### src/rtl/bfp16_mul_norm_pkg.sv
// Shared bfloat16 constants and pipeline payload types for the
// multiplier normalize/round/pack stage.
package bfp16_mul_norm_pkg;

  localparam int EXP_W   = 8;
  localparam int FRAC_W  = 7;
  localparam int MANT_W  = 16;
  localparam int EXP_S_W = 10;

  localparam int          BF16_BIAS    = 127;
  localparam int          BF16_EXP_MAX = 255;
  localparam logic [14:0] BF16_INF_MAG = 15'h7F80;

  // Sized, signed copies used in the exponent datapath
  localparam logic signed [EXP_S_W-1:0] EXP_S_BIAS   = EXP_S_W'(BF16_BIAS);
  localparam logic signed [EXP_S_W-1:0] EXP_S_MAX    = EXP_S_W'(BF16_EXP_MAX);
  localparam logic [EXP_W-1:0]          EXP_ALL_ONES = EXP_W'(BF16_EXP_MAX);

  // Stage 1 payload: combined sign, unbiased-sum exponent, raw product, specials
  typedef struct packed {
    logic                      sign;
    logic signed [EXP_S_W-1:0] exp_s;
    logic [MANT_W-1:0]         mant;
    logic                      is_zero;
    logic                      is_inf;
  } s1_data_t;

  // Stage 2 payload: packed result plus status flags
  typedef struct packed {
    logic [15:0] result;
    logic        overflow;
    logic        underflow;
    logic        zero;
  } s2_data_t;

endpackage

### src/rtl/bfp16_round_pack.sv
// Round-to-nearest-even and bfloat16 packing with special-case priority.
// Purely combinational so it can be exercised on its own.
module bfp16_round_pack
  import bfp16_mul_norm_pkg::*;
(
  input  logic [FRAC_W-1:0]         frac,
  input  logic                      guard,
  input  logic                      sticky,
  input  logic signed [EXP_S_W-1:0] exp_n,
  input  logic                      sign,
  input  logic                      is_zero,
  input  logic                      is_inf,
  output logic [15:0]               result,
  output logic                      overflow,
  output logic                      underflow,
  output logic                      zero
);

  logic                      round_up;
  logic [FRAC_W:0]           frac_sum;
  logic [FRAC_W-1:0]         frac_r;
  logic signed [EXP_S_W-1:0] exp_r;

  // Round, fold mantissa carry into the exponent, then pick the result by priority
  always_comb begin
    round_up  = guard & (sticky | frac[0]);
    frac_sum  = {1'b0, frac} + {{FRAC_W{1'b0}}, round_up};
    frac_r    = frac_sum[FRAC_W-1:0];
    exp_r     = exp_n + $signed({{(EXP_S_W-1){1'b0}}, frac_sum[FRAC_W]});
    result    = {sign, exp_r[EXP_W-1:0], frac_r};
    overflow  = 1'b0;
    underflow = 1'b0;
    zero      = 1'b0;
    if (is_zero) begin
      result = {sign, 15'h0};
      zero   = 1'b1;
    end else if (is_inf || (exp_r >= EXP_S_MAX)) begin
      result   = {sign, BF16_INF_MAG};
      overflow = 1'b1;
    end else if (exp_r[EXP_S_W-1] || (exp_r == '0)) begin
      result    = {sign, 15'h0};
      underflow = 1'b1;
      zero      = 1'b1;
    end
  end

endmodule

### src/rtl/bfp16_mul_norm.sv
// Two-stage elastic normalize/round/pack pipeline sitting after the
// bfloat16 mantissa multiplier tree. Stage 1 captures operands, stage 2
// captures the packed result; in_ready is combinational from out_ready.
module bfp16_mul_norm
  import bfp16_mul_norm_pkg::*;
(
  input  logic              clk,
  input  logic              rst_n,
  input  logic              in_valid,
  output logic              in_ready,
  input  logic              sign_a,
  input  logic              sign_b,
  input  logic [EXP_W-1:0]  exp_a,
  input  logic [EXP_W-1:0]  exp_b,
  input  logic [MANT_W-1:0] mant_prod,
  output logic              out_valid,
  input  logic              out_ready,
  output logic [15:0]       result,
  output logic              overflow,
  output logic              underflow,
  output logic              zero
);

  logic     s1_v;
  logic     s2_v;
  logic     s1_load;
  logic     s2_load;
  s1_data_t s1_d;
  s1_data_t s1_q;
  s2_data_t s2_d;
  s2_data_t s2_q;

  logic [FRAC_W-1:0]         frac;
  logic                      guard;
  logic                      sticky;
  logic signed [EXP_S_W-1:0] exp_n;

  assign s2_load  = !s2_v || out_ready;
  assign in_ready = !s1_v || s2_load;
  assign s1_load  = in_valid && in_ready;

  // Stage 1 input decode: sign, exponent sum less bias, special operand detection
  always_comb begin
    s1_d.sign    = sign_a ^ sign_b;
    s1_d.exp_s   = {2'b00, exp_a} + {2'b00, exp_b} - EXP_S_BIAS;
    s1_d.mant    = mant_prod;
    s1_d.is_zero = (exp_a == '0) || (exp_b == '0);
    s1_d.is_inf  = (exp_a == EXP_ALL_ONES) || (exp_b == EXP_ALL_ONES);
  end

  // Stage 1 register: valid follows the upstream whenever the stage can take data
  always_ff @(posedge clk) begin
    if (!rst_n) begin
      s1_v <= 1'b0;
      s1_q <= '0;
    end else begin
      if (in_ready) s1_v <= in_valid;
      if (s1_load)  s1_q <= s1_d;
    end
  end

  // Normalize the 2.14 product to 1.7 with guard and sticky bits
  always_comb begin
    if (s1_q.mant[15]) begin
      frac   = s1_q.mant[14:8];
      guard  = s1_q.mant[7];
      sticky = |s1_q.mant[6:0];
      exp_n  = s1_q.exp_s + 10'sd1;
    end else begin
      frac   = s1_q.mant[13:7];
      guard  = s1_q.mant[6];
      sticky = |s1_q.mant[5:0];
      exp_n  = s1_q.exp_s;
    end
  end

  bfp16_round_pack u_round_pack (
    .frac      (frac),
    .guard     (guard),
    .sticky    (sticky),
    .exp_n     (exp_n),
    .sign      (s1_q.sign),
    .is_zero   (s1_q.is_zero),
    .is_inf    (s1_q.is_inf),
    .result    (s2_d.result),
    .overflow  (s2_d.overflow),
    .underflow (s2_d.underflow),
    .zero      (s2_d.zero)
  );

  // Stage 2 register: holds the packed result stable until downstream takes it
  always_ff @(posedge clk) begin
    if (!rst_n) begin
      s2_v <= 1'b0;
      s2_q <= '0;
    end else if (s2_load) begin
      s2_v <= s1_v;
      if (s1_v) s2_q <= s2_d;
    end
  end

  assign out_valid = s2_v;
  assign result    = s2_q.result;
  assign overflow  = s2_q.overflow;
  assign underflow = s2_q.underflow;
  assign zero      = s2_q.zero;

endmodule

### config.mk
export PLATFORM = sky130hd
export DESIGN_NAME = bfp16_mul_norm
export DESIGN_NICKNAME = d
export VERILOG_FILES = /design/src/rtl/bfp16_mul_norm_pkg.sv /design/src/rtl/bfp16_round_pack.sv /design/src/rtl/bfp16_mul_norm.sv
export SDC_FILE = /design/constraint.sdc
export NUM_CORES = 1
export LEC_CHECK = 0
export BUFFER_PORTS_ARGS = -buffer_cell sky130_fd_sc_hd__buf_2
export CAP_MARGIN = 20
export CELL_PAD_IN_SITES_DETAIL_PLACEMENT = 0
export CELL_PAD_IN_SITES_GLOBAL_PLACEMENT = 2
export CORE_UTILIZATION = 33
export CTS_BUF_LIST = sky130_fd_sc_hd__clkbuf_4 sky130_fd_sc_hd__clkbuf_8
export DETAILED_ROUTE_END_ITERATION = 12
export PLACE_DENSITY_LB_ADDON = 0.2
export SLEW_MARGIN = 20
export SYNTH_ARGS = -nofsm -noshare
export SYNTH_HDL_FRONTEND = slang
export SYNTH_HIERARCHICAL = 1
export SYNTH_SLANG_ARGS = --single-unit
### constraint.sdc
create_clock -name clk -period 4.7 [get_ports clk]
set_clock_uncertainty 0.05 [all_clocks]
set_input_delay 1.175 -clock clk [delete_from_list [all_inputs] [get_ports clk]]
set_output_delay 1.175 -clock clk [all_outputs]
set_load 0.01 [all_outputs]
Word level (Yosys, flattened, before mapping) --
Cells that the tools add are included.
Word-level totals: register bits 50, memories 0, bits in writable memories 0, latch bits 0, memory bits (read-only) 0, word-level logic and storage cells 50
Operators by class: add/subtract/negate cells 5, order comparisons 1, $mul 0, shifts and indexed selects 0, equality and inequality tests 2, bitwise operators 3, div/mod/pow operators 0, reductions and logical operators 15, multiplexer cells 13
Operators by type and width (count):
- $mux W15 | 3
- $eq A8 B8 Y1 const B | 2
- $logic_not A8 Y1 | 2
- $add A10 B2 Y10 | 1
- $add A10 B2 Y10 const B | 1
- $ge A10 B9 Y1 const B | 1
- $logic_not A10 Y1 | 1
- $mux W10 | 1
- $sub A9 B7 Y10 const B | 1
- $add A8 B8 Y9 | 1
- $add A7 B1 Y8 | 1
- $mux W1 | 8
- $mux W7 | 1
- $reduce_or A7 Y1 | 1
- $logic_or A1 B1 Y1 | 6
- $reduce_or A6 Y1 | 1
- $logic_not A1 Y1 | 2
- $reduce_and A2 Y1 | 1
- $and A1 B1 Y1 | 1
- $logic_and A1 B1 Y1 | 1
- $or A1 B1 Y1 | 1
- $xor A1 B1 Y1 | 1

Longest topological paths before layout --
Gate-level depths: netlist of run 1.
depth in word-level cells 11, mapped depth 19

By module --
The synthesis of run 1 kept the hierarchy.
Modules (own cells, without submodules):
- bfp16_mul_norm | area each 2547.4 µm², cells an instance 314, instances 1, sequential area each 1001.0 µm²
- bfp16_round_pack | area each 665.6 µm², cells an instance 101, instances 1, sequential area each 0.0 µm²

Least setup slack after synthesis of run 1 --
Ideal clock, no wire load.
kind register to register, start reg s1_q[17] in the netlist's numbering, end reg s2_q, in the netlist result[2], slack 1.391 ns, cell stages (with the launch flop) 19, arrival 3.188 ns, data required time 4.580 ns, path buffers 3, clock period less this slack 3.309 ns, library setup time 0.070 ns, cells stage by stage dfxtp_1 > buf_2 > buf_2 > a211oi_1 > nand2_1 > o21a_1 > ha_1 > nand3_1 > nor2_1 > ha_1 > ha_1 > buf_2 > and4_1 > or3_1 > o2111ai_1 > o211ai_2 > nor3b_1 > nand2_1 > a21oi_1
RTL lines:
- start: declaration | RTL line bfp16_mul_norm.sv:29 | s1_data_t s1_q;
- start signal: assignment | RTL line bfp16_mul_norm.sv:55 | s1_q <= '0;
- start signal: assignment | RTL line bfp16_mul_norm.sv:58 | if (s1_load) s1_q <= s1_d;
- end signal: assignment | RTL line bfp16_mul_norm.sv:95 | s2_q <= '0;
- end signal: assignment | RTL line bfp16_mul_norm.sv:98 | if (s1_v) s2_q <= s2_d;
- end: declaration | RTL line bfp16_mul_norm.sv:31 | s2_data_t s2_q;

==> flow_metrics.env, run 1 <==
export IMPL_crit_type="flip-flop to flip-flop"
export IMPL_path_clk_slew_ns=0.10
export IMPL_cts_resized=0
export IMPL_die_width_microns=101
export IMPL_place_inst=579
export IMPL_setup_tns_ns=0
export IMPL_finalNonFillerCells=588
export IMPL_startpoint="s1_q[17]$_SDFFE_PN0P_"
export IMPL_status="completed"
export IMPL_cts_buffer_depth=2
export IMPL_drive_gt1_share_pct=19.4
export IMPL_reg2reg_depth=14
export IMPL_ys_flop_type="dfxtp_1"
export IMPL_ys_types=52
export IMPL_final_hold_viol_count=0
export IMPL_ys_ff_latch=50
export IMPL_grt_pass1_vias=2766
export IMPL_clk_latency_ns=0.31
export IMPL_timing_final_crit_share_pct=80.7
export IMPL_drt_iter0_drc=117
export IMPL_critPathMaxFanout=16
export IMPL_cts_sinks=50
export IMPL_wl_per_cell_microns=13.4
export IMPL_avgSynthCellArea_sq_um=7.74
export IMPL_cts_root_buf="clkbuf_8"
export IMPL_p_switching_uw=322
export IMPL_syn_nets=475
export IMPL_drt_wl_total_microns=7890
export IMPL_setup_viol=0
export IMPL_irDropWorstVdd_v=0.000166
export IMPL_hold_slack_ns=0.404
export IMPL_async_flop_share_pct=0
export IMPL_ys_top_cells_by_area="dfxtp_1 31%, nand2_1 11%, ha_1 8.2%"
export IMPL_grt_remaining_overflow=0
export IMPL_yosysWarnings=6
export IMPL_cts_made_buffers=5
export IMPL_hold_class="flip-flop to flip-flop"
export IMPL_diodes=0
export IMPL_hpwl_microns=6030
export IMPL_p_seq_share_pct=45.1
export IMPL_initial_core_util_pct=34.4
export IMPL_power_density_nw_per_um2=284
export IMPL_vias=2965
export IMPL_place_gp_congestion=0.826
export IMPL_worst_slew_pin_slew_ns=0.809
export IMPL_drc_errors=0
export IMPL_portBuffers=58
export IMPL_cts_hold_buf=0
export IMPL_rsz0062_at_grt="no"
export IMPL_power_leakage_nw=1.50
export IMPL_yosysTopAreaCell="dfxtp_1"
export IMPL_htreeDepth=2
export IMPL_r2r_start="s1_q[17]$_SDFFE_PN0P_"
export IMPL_multi_input_area_sq_um=2040
export IMPL_regArea_sq_um=1000
export IMPL_cts_tree="yes"
export IMPL_p_clk_share_pct=31.3
export IMPL_synth_edff_count=0
export IMPL_viasPerCell=5.04
export IMPL_post_cts_buffers=0
export IMPL_p_comb_share_pct=23.5
export IMPL_synthCells=415
export IMPL_grt_use_total_pct=16.9
export IMPL_max_cap_violations=0
export IMPL_synth_area_sq_um=3210
export IMPL_core_area_sq_um=9330
export IMPL_endpoint_kind="flip-flop"
export IMPL_n_fill_cell=1007
export IMPL_endpoint="result[5]$_SDFFE_PN0P_"
export IMPL_drv_slew=0
export IMPL_power_mw=1.05
export IMPL_grt_pass1_wl_microns=13500
export IMPL_die_height_microns=101
export IMPL_mostFrequentLayoutCells="94 x nand2_1, 58 x buf_2, 50 x dfxtp_1, 45 x a21oi_1, 21 x ha_1"
export IMPL_p_int_uw=727
export IMPL_antenna_found_initial=0
export IMPL_synth_top_area_share_pct=31.2
export IMPL_fin_nets=518
export IMPL_ant_nets=0
export IMPL_synthToLayoutAreaGrowth_pct=14.8
export IMPL_row_count=35
export IMPL_fin_crit_ns=3.79
export IMPL_reg2reg_to="result[5]$_SDFFE_PN0P_"
export IMPL_drt_pass1_iterations=4
export IMPL_boundaryPins=59
export IMPL_fmax_mhz=264
export IMPL_final_common_cell="nand2_1"
export IMPL_swShare_pct=30.7
export IMPL_relSlewSlack_pct=46.1
export IMPL_grt_start_max_net_pins=46
export IMPL_dieArea_sq_um=10100
export IMPL_crit_arrival_ns=3.98
export IMPL_cp_required_ns=4.88
export IMPL_reg2reg_slack_ns=0.91
export IMPL_seq_area_frac_synth_pct=31.2
export IMPL_worstSetupStartpointType="flip-flop"
==> layer usage <==
metal	vias to the layer above	share of wire, %	GRT usage (%)
met2	63	45	27.2
li1	1550	-	-
met4	0	0.82	3.57
met3	7	4.1	3.26
met5	-	0	0
met1	1345	50	23.3
==> synthesized netlist by cell type (all sizes together) (2+ instances only) <==
library cell / n
nor3b: 5
mux2: 9
nor2: 20
a31oi: 9
ha: 21
o211ai: 3
dfxtp: 50
a311o: 2
a211oi: 7
xnor2: 14
and3: 6
o21a: 5
buf: 16
nand3: 13
a21oi: 47
a21o: 4
xor2: 9
inv: 15
nand4: 10
nand2: 94
o21ai: 13
and2: 3
clkbuf: 7
o2111ai: 3
nor3: 5
or3: 3
nor4: 8
nand2b: 2
==> flip-flops by register name, summed over array words and instances, names as in the netlist <==
name	count
out_valid	1
overflow	1
result	16
s1_q	29
s1_v	1
underflow	1
zero	1
==> logic make-up after synthesis <==
| family | count (synthesis) | share of synthesized area, % |
|---|---|---|
| buffers and inverters | 38 | 5.49 |
| AOI/OAI and AO/OA | 99 | 19.8 |
| xor gates and xnor gates | 23 | 6.27 |
| muxes | 9 | 3.15 |
| adders and majority gates | 22 | 8.80 |
| DFF | 50 | 31.2 |
| and+or+nand+nor | 174 | 25.3 |
==> power groups by stage <==
stage / Combinational [mW] / Sequential (mW) / Clock [mW]
5_1_grt: 0.282 / 0.478 / 0.364
3_3_place_gp: 0.246 / 0.483 / 0
4_1_cts: 0.247 / 0.474 / 0.343
6_report: 0.247 / 0.473 / 0.329
2_1_floorplan: 0.182 / 0.478 / 0
3_5_place_dp: 0.245 / 0.484 / 0
==> through the flow <==
stage | utilization (%) | cell area, sq um | setup slack (ns)
2_1_floorplan | - | 3210 | 1.39
3_3_place_gp | 38.0 | 3550 | 1.02
3_5_place_dp | 38.0 | 3550 | 0.915
4_1_cts | 39.3 | 3670 | 0.896
5_1_grt | 39.5 | 3690 | 0.561
6_report | 39.5 | 3690 | 0.907
==> final cells by class <==
| type | count | area share, % |
|---|---|---|
| Clock inverter | 2 | 1.05 |
| Inverter | 15 | 1.53 |
| Clock buffer | 6 | 2.24 |
| Multi-Input combinational cell | 327 | 55.4 |
| Sequential cell | 50 | 27.1 |
| Timing Repair Buffer | 59 | 8.28 |
| Tap cell | 129 | 4.38 |
==> worst min-delay path by stage <==
stage,from,endpoint,cells after the start
after floorplan,s1_q[16]$_SDFFE_PN0P_,s1_q[16]$_SDFFE_PN0P_,2
after global placement,result[15]$_SDFFE_PN0P_,result[15]$_SDFFE_PN0P_,2
after detailed placement,result[13]$_SDFFE_PN0P_,result[13]$_SDFFE_PN0P_,2
after CTS,result[13]$_SDFFE_PN0P_,result[13]$_SDFFE_PN0P_,2
after global routing,s1_q[6]$_SDFFE_PN0P_,s1_q[6]$_SDFFE_PN0P_,2
final,result[13]$_SDFFE_PN0P_,result[13]$_SDFFE_PN0P_,2
==> worst max-delay path: stages (launching register included) <==
cell and delay [ns]:
dfxtp_1 0.70, mux2_2 0.42, o21a_1 0.18, ha_1 0.19, nand3_1 0.13, nor2_1 0.09
ha_1 0.18, ha_1 0.28, and4_1 0.28, or3_1 0.38, o2111ai_1 0.15, o211ai_2 0.21
nor3b_1 0.26, nand2_1 0.08, a21oi_1 0.14
Note: power is estimated with default switching activity, not from simulation.
==> inputs of run 2 (changes only) <==
Clock period 4.7 ns to 3.7 ns, I/O delays scaled along.
==> flow_metrics.env, run 2 (same netlist as run 1, synthesis figures left out) <==
export IMPL_htreeDepth=2
export IMPL_cts_buffer_depth=2
export IMPL_critPathMaxFanout=8
export IMPL_antenna_found_initial=0
export IMPL_place_inst=588
export IMPL_cp_required_ns=3.89
export IMPL_max_cap_violations=0
export IMPL_grt_pass1_wl_microns=13000
export IMPL_largest_reg_flops=29
export IMPL_viasPerCell=5.10
export IMPL_drt_wl_total_microns=7950
export IMPL_boundaryPins=59
export IMPL_worst_slew_pin_slew_ns=0.761
export IMPL_multi_input_area_sq_um=2060
export IMPL_fmax_mhz=294
export IMPL_cts_made_buffers=5
export IMPL_r2r_start="s1_q[17]$_SDFFE_PN0P_"
export IMPL_status="completed"
export IMPL_drive_gt1_share_pct=21.8
export IMPL_reg2reg_to="result[6]$_SDFFE_PN0P_"
export IMPL_vias=3041
export IMPL_setup_tns_ns=0
export IMPL_final_common_cell="nand2_1"
export IMPL_endpoint_kind="flip-flop"
export IMPL_core_area_sq_um=9330
export IMPL_wl_per_cell_microns=13.3
export IMPL_grt_pass1_vias=2711
export IMPL_hpwl_microns=6190
export IMPL_drc_errors=0
export IMPL_dieArea_sq_um=10100
export IMPL_diodes=0
export IMPL_ant_nets=0
export IMPL_timing_final_crit_share_pct=92.1
export IMPL_cts_root_buf="clkbuf_8"
export IMPL_worstSetupStartpointType="flip-flop"
export IMPL_die_width_microns=101
export IMPL_cts_tree="yes"
export IMPL_regArea_sq_um=1000
export IMPL_relSlewSlack_pct=49.3
export IMPL_grt_use_total_pct=16.2
export IMPL_grt_start_max_net_pins=24
export IMPL_die_height_microns=101
export IMPL_initial_core_util_pct=34.4
export IMPL_power_leakage_nw=1.54
export IMPL_startpoint="s1_q[17]$_SDFFE_PN0P_"
export IMPL_reg2reg_depth=16
export IMPL_portBuffers=58
export IMPL_endpoint="result[6]$_SDFFE_PN0P_"
export IMPL_crit_arrival_ns=3.59
export IMPL_drt_pass1_iterations=4
export IMPL_finalNonFillerCells=596
export IMPL_irDropWorstVdd_v=0.000136
export IMPL_grt_remaining_overflow=0
export IMPL_row_count=35
export IMPL_mostFrequentLayoutCells="94 x nand2_1, 58 x buf_2, 50 x dfxtp_1, 45 x a21oi_1, 20 x ha_1"
export IMPL_fin_nets=526
export IMPL_drv_slew=0
export IMPL_clk_latency_ns=0.30
export IMPL_max_flop_register="s1_q"
export IMPL_power_density_nw_per_um2=353
export IMPL_fin_crit_ns=3.41
export IMPL_setup_viol=0
export IMPL_whs_path_depth=2
export IMPL_cts_sinks=50
export IMPL_path_clk_slew_ns=0.10
export IMPL_hold_class="flip-flop to flip-flop"
export IMPL_final_hold_viol_count=0
export IMPL_crit_type="flip-flop to flip-flop"
export IMPL_rsz0062_at_grt="no"
export IMPL_drt_iter0_drc=124
export IMPL_n_fill_cell=1023
export IMPL_place_gp_congestion=0.809
export IMPL_reg2reg_slack_ns=0.29
export IMPL_synthToLayoutAreaGrowth_pct=16.7
-- run 2: report_power, final --
part / leakage (nW) / internal, mW / switching (mW)
sequential: 0.410 / 0.571 / 0.0277
clock: 0.0548 / 0.209 / 0.189
combinational: 1.07 / 0.139 / 0.189
total: 1.54 / 0.919 / 0.406
-- run 2: cell type report --
cell class | instances | area share (%)
clock buffers | 6 | 2.04
clock inverters | 2 | 1.00
inverters | 15 | 1.50
multi-input cells | 327 | 54.9
flip-flops and latches | 50 | 26.7
well taps | 129 | 4.31
repair buffers | 67 | 9.55
-- run 2: repair_timing --
item,in CTS,in global routing
buffers inserted,0,0
gates resized for setup,0,5
endpoints found under the setup margin,0,15
hold buffers,0,0
-- run 2: critical path, cell delays in order (launching register included) --
cell and delay [ns]:
dfxtp_1 0.35, buf_4 0.18, a211oi_2 0.17, nand2_1 0.07, o21a_1 0.19, ha_1 0.20
nand3_1 0.14, nor2_1 0.09, ha_1 0.20, ha_2 0.22, and4_1 0.26, or3_1 0.39
o2111ai_1 0.17, o211ai_2 0.21, nor3b_1 0.25, nand2_1 0.07, a21oi_1 0.14
-- run 2: how the worst min path moves through the flow --
stage	start	to	slack, ns
after floorplan	s1_q[16]$_SDFFE_PN0P_	s1_q[16]$_SDFFE_PN0P_	0.38
after global routing	result[0]$_SDFFE_PN0P_	result[0]$_SDFFE_PN0P_	0.43
after CTS	result[7]$_SDFFE_PN0P_	result[7]$_SDFFE_PN0P_	0.41
after global placement	underflow$_SDFFE_PN0P_	underflow$_SDFFE_PN0P_	0.39
after detailed placement	result[7]$_SDFFE_PN0P_	result[7]$_SDFFE_PN0P_	0.39
final	result[7]$_SDFFE_PN0P_	result[7]$_SDFFE_PN0P_	0.40
-- run 2: per-layer routing --
metal	vias to the layer above	part of all wire [%]	track usage (%)
met2	73	42	25.7
met4	0	1.2	4.24
met5	-	0	0
met1	1392	53	22.9
met3	9	3.7	2.50
li1	1567	-	-
-- run 2: metrics by stage --
| step | hold WS, ns | total power, mW | setup slack [ns] | utilization [%] | area, sq um |
|---|---|---|---|---|---|
| after global routing | 0.425 | 1.40 | 0.00805 | 40.2 | 3750 |
| after CTS | 0.408 | 1.34 | 0.180 | 40.0 | 3730 |
| after detailed placement | 0.394 | 0.935 | 0.209 | 38.8 | 3610 |
| after floorplan | 0.383 | 0.839 | 0.391 | - | 3210 |
| after global placement | 0.392 | 0.937 | 0.321 | 38.8 | 3610 |
| final | 0.404 | 1.32 | 0.294 | 40.2 | 3750 |
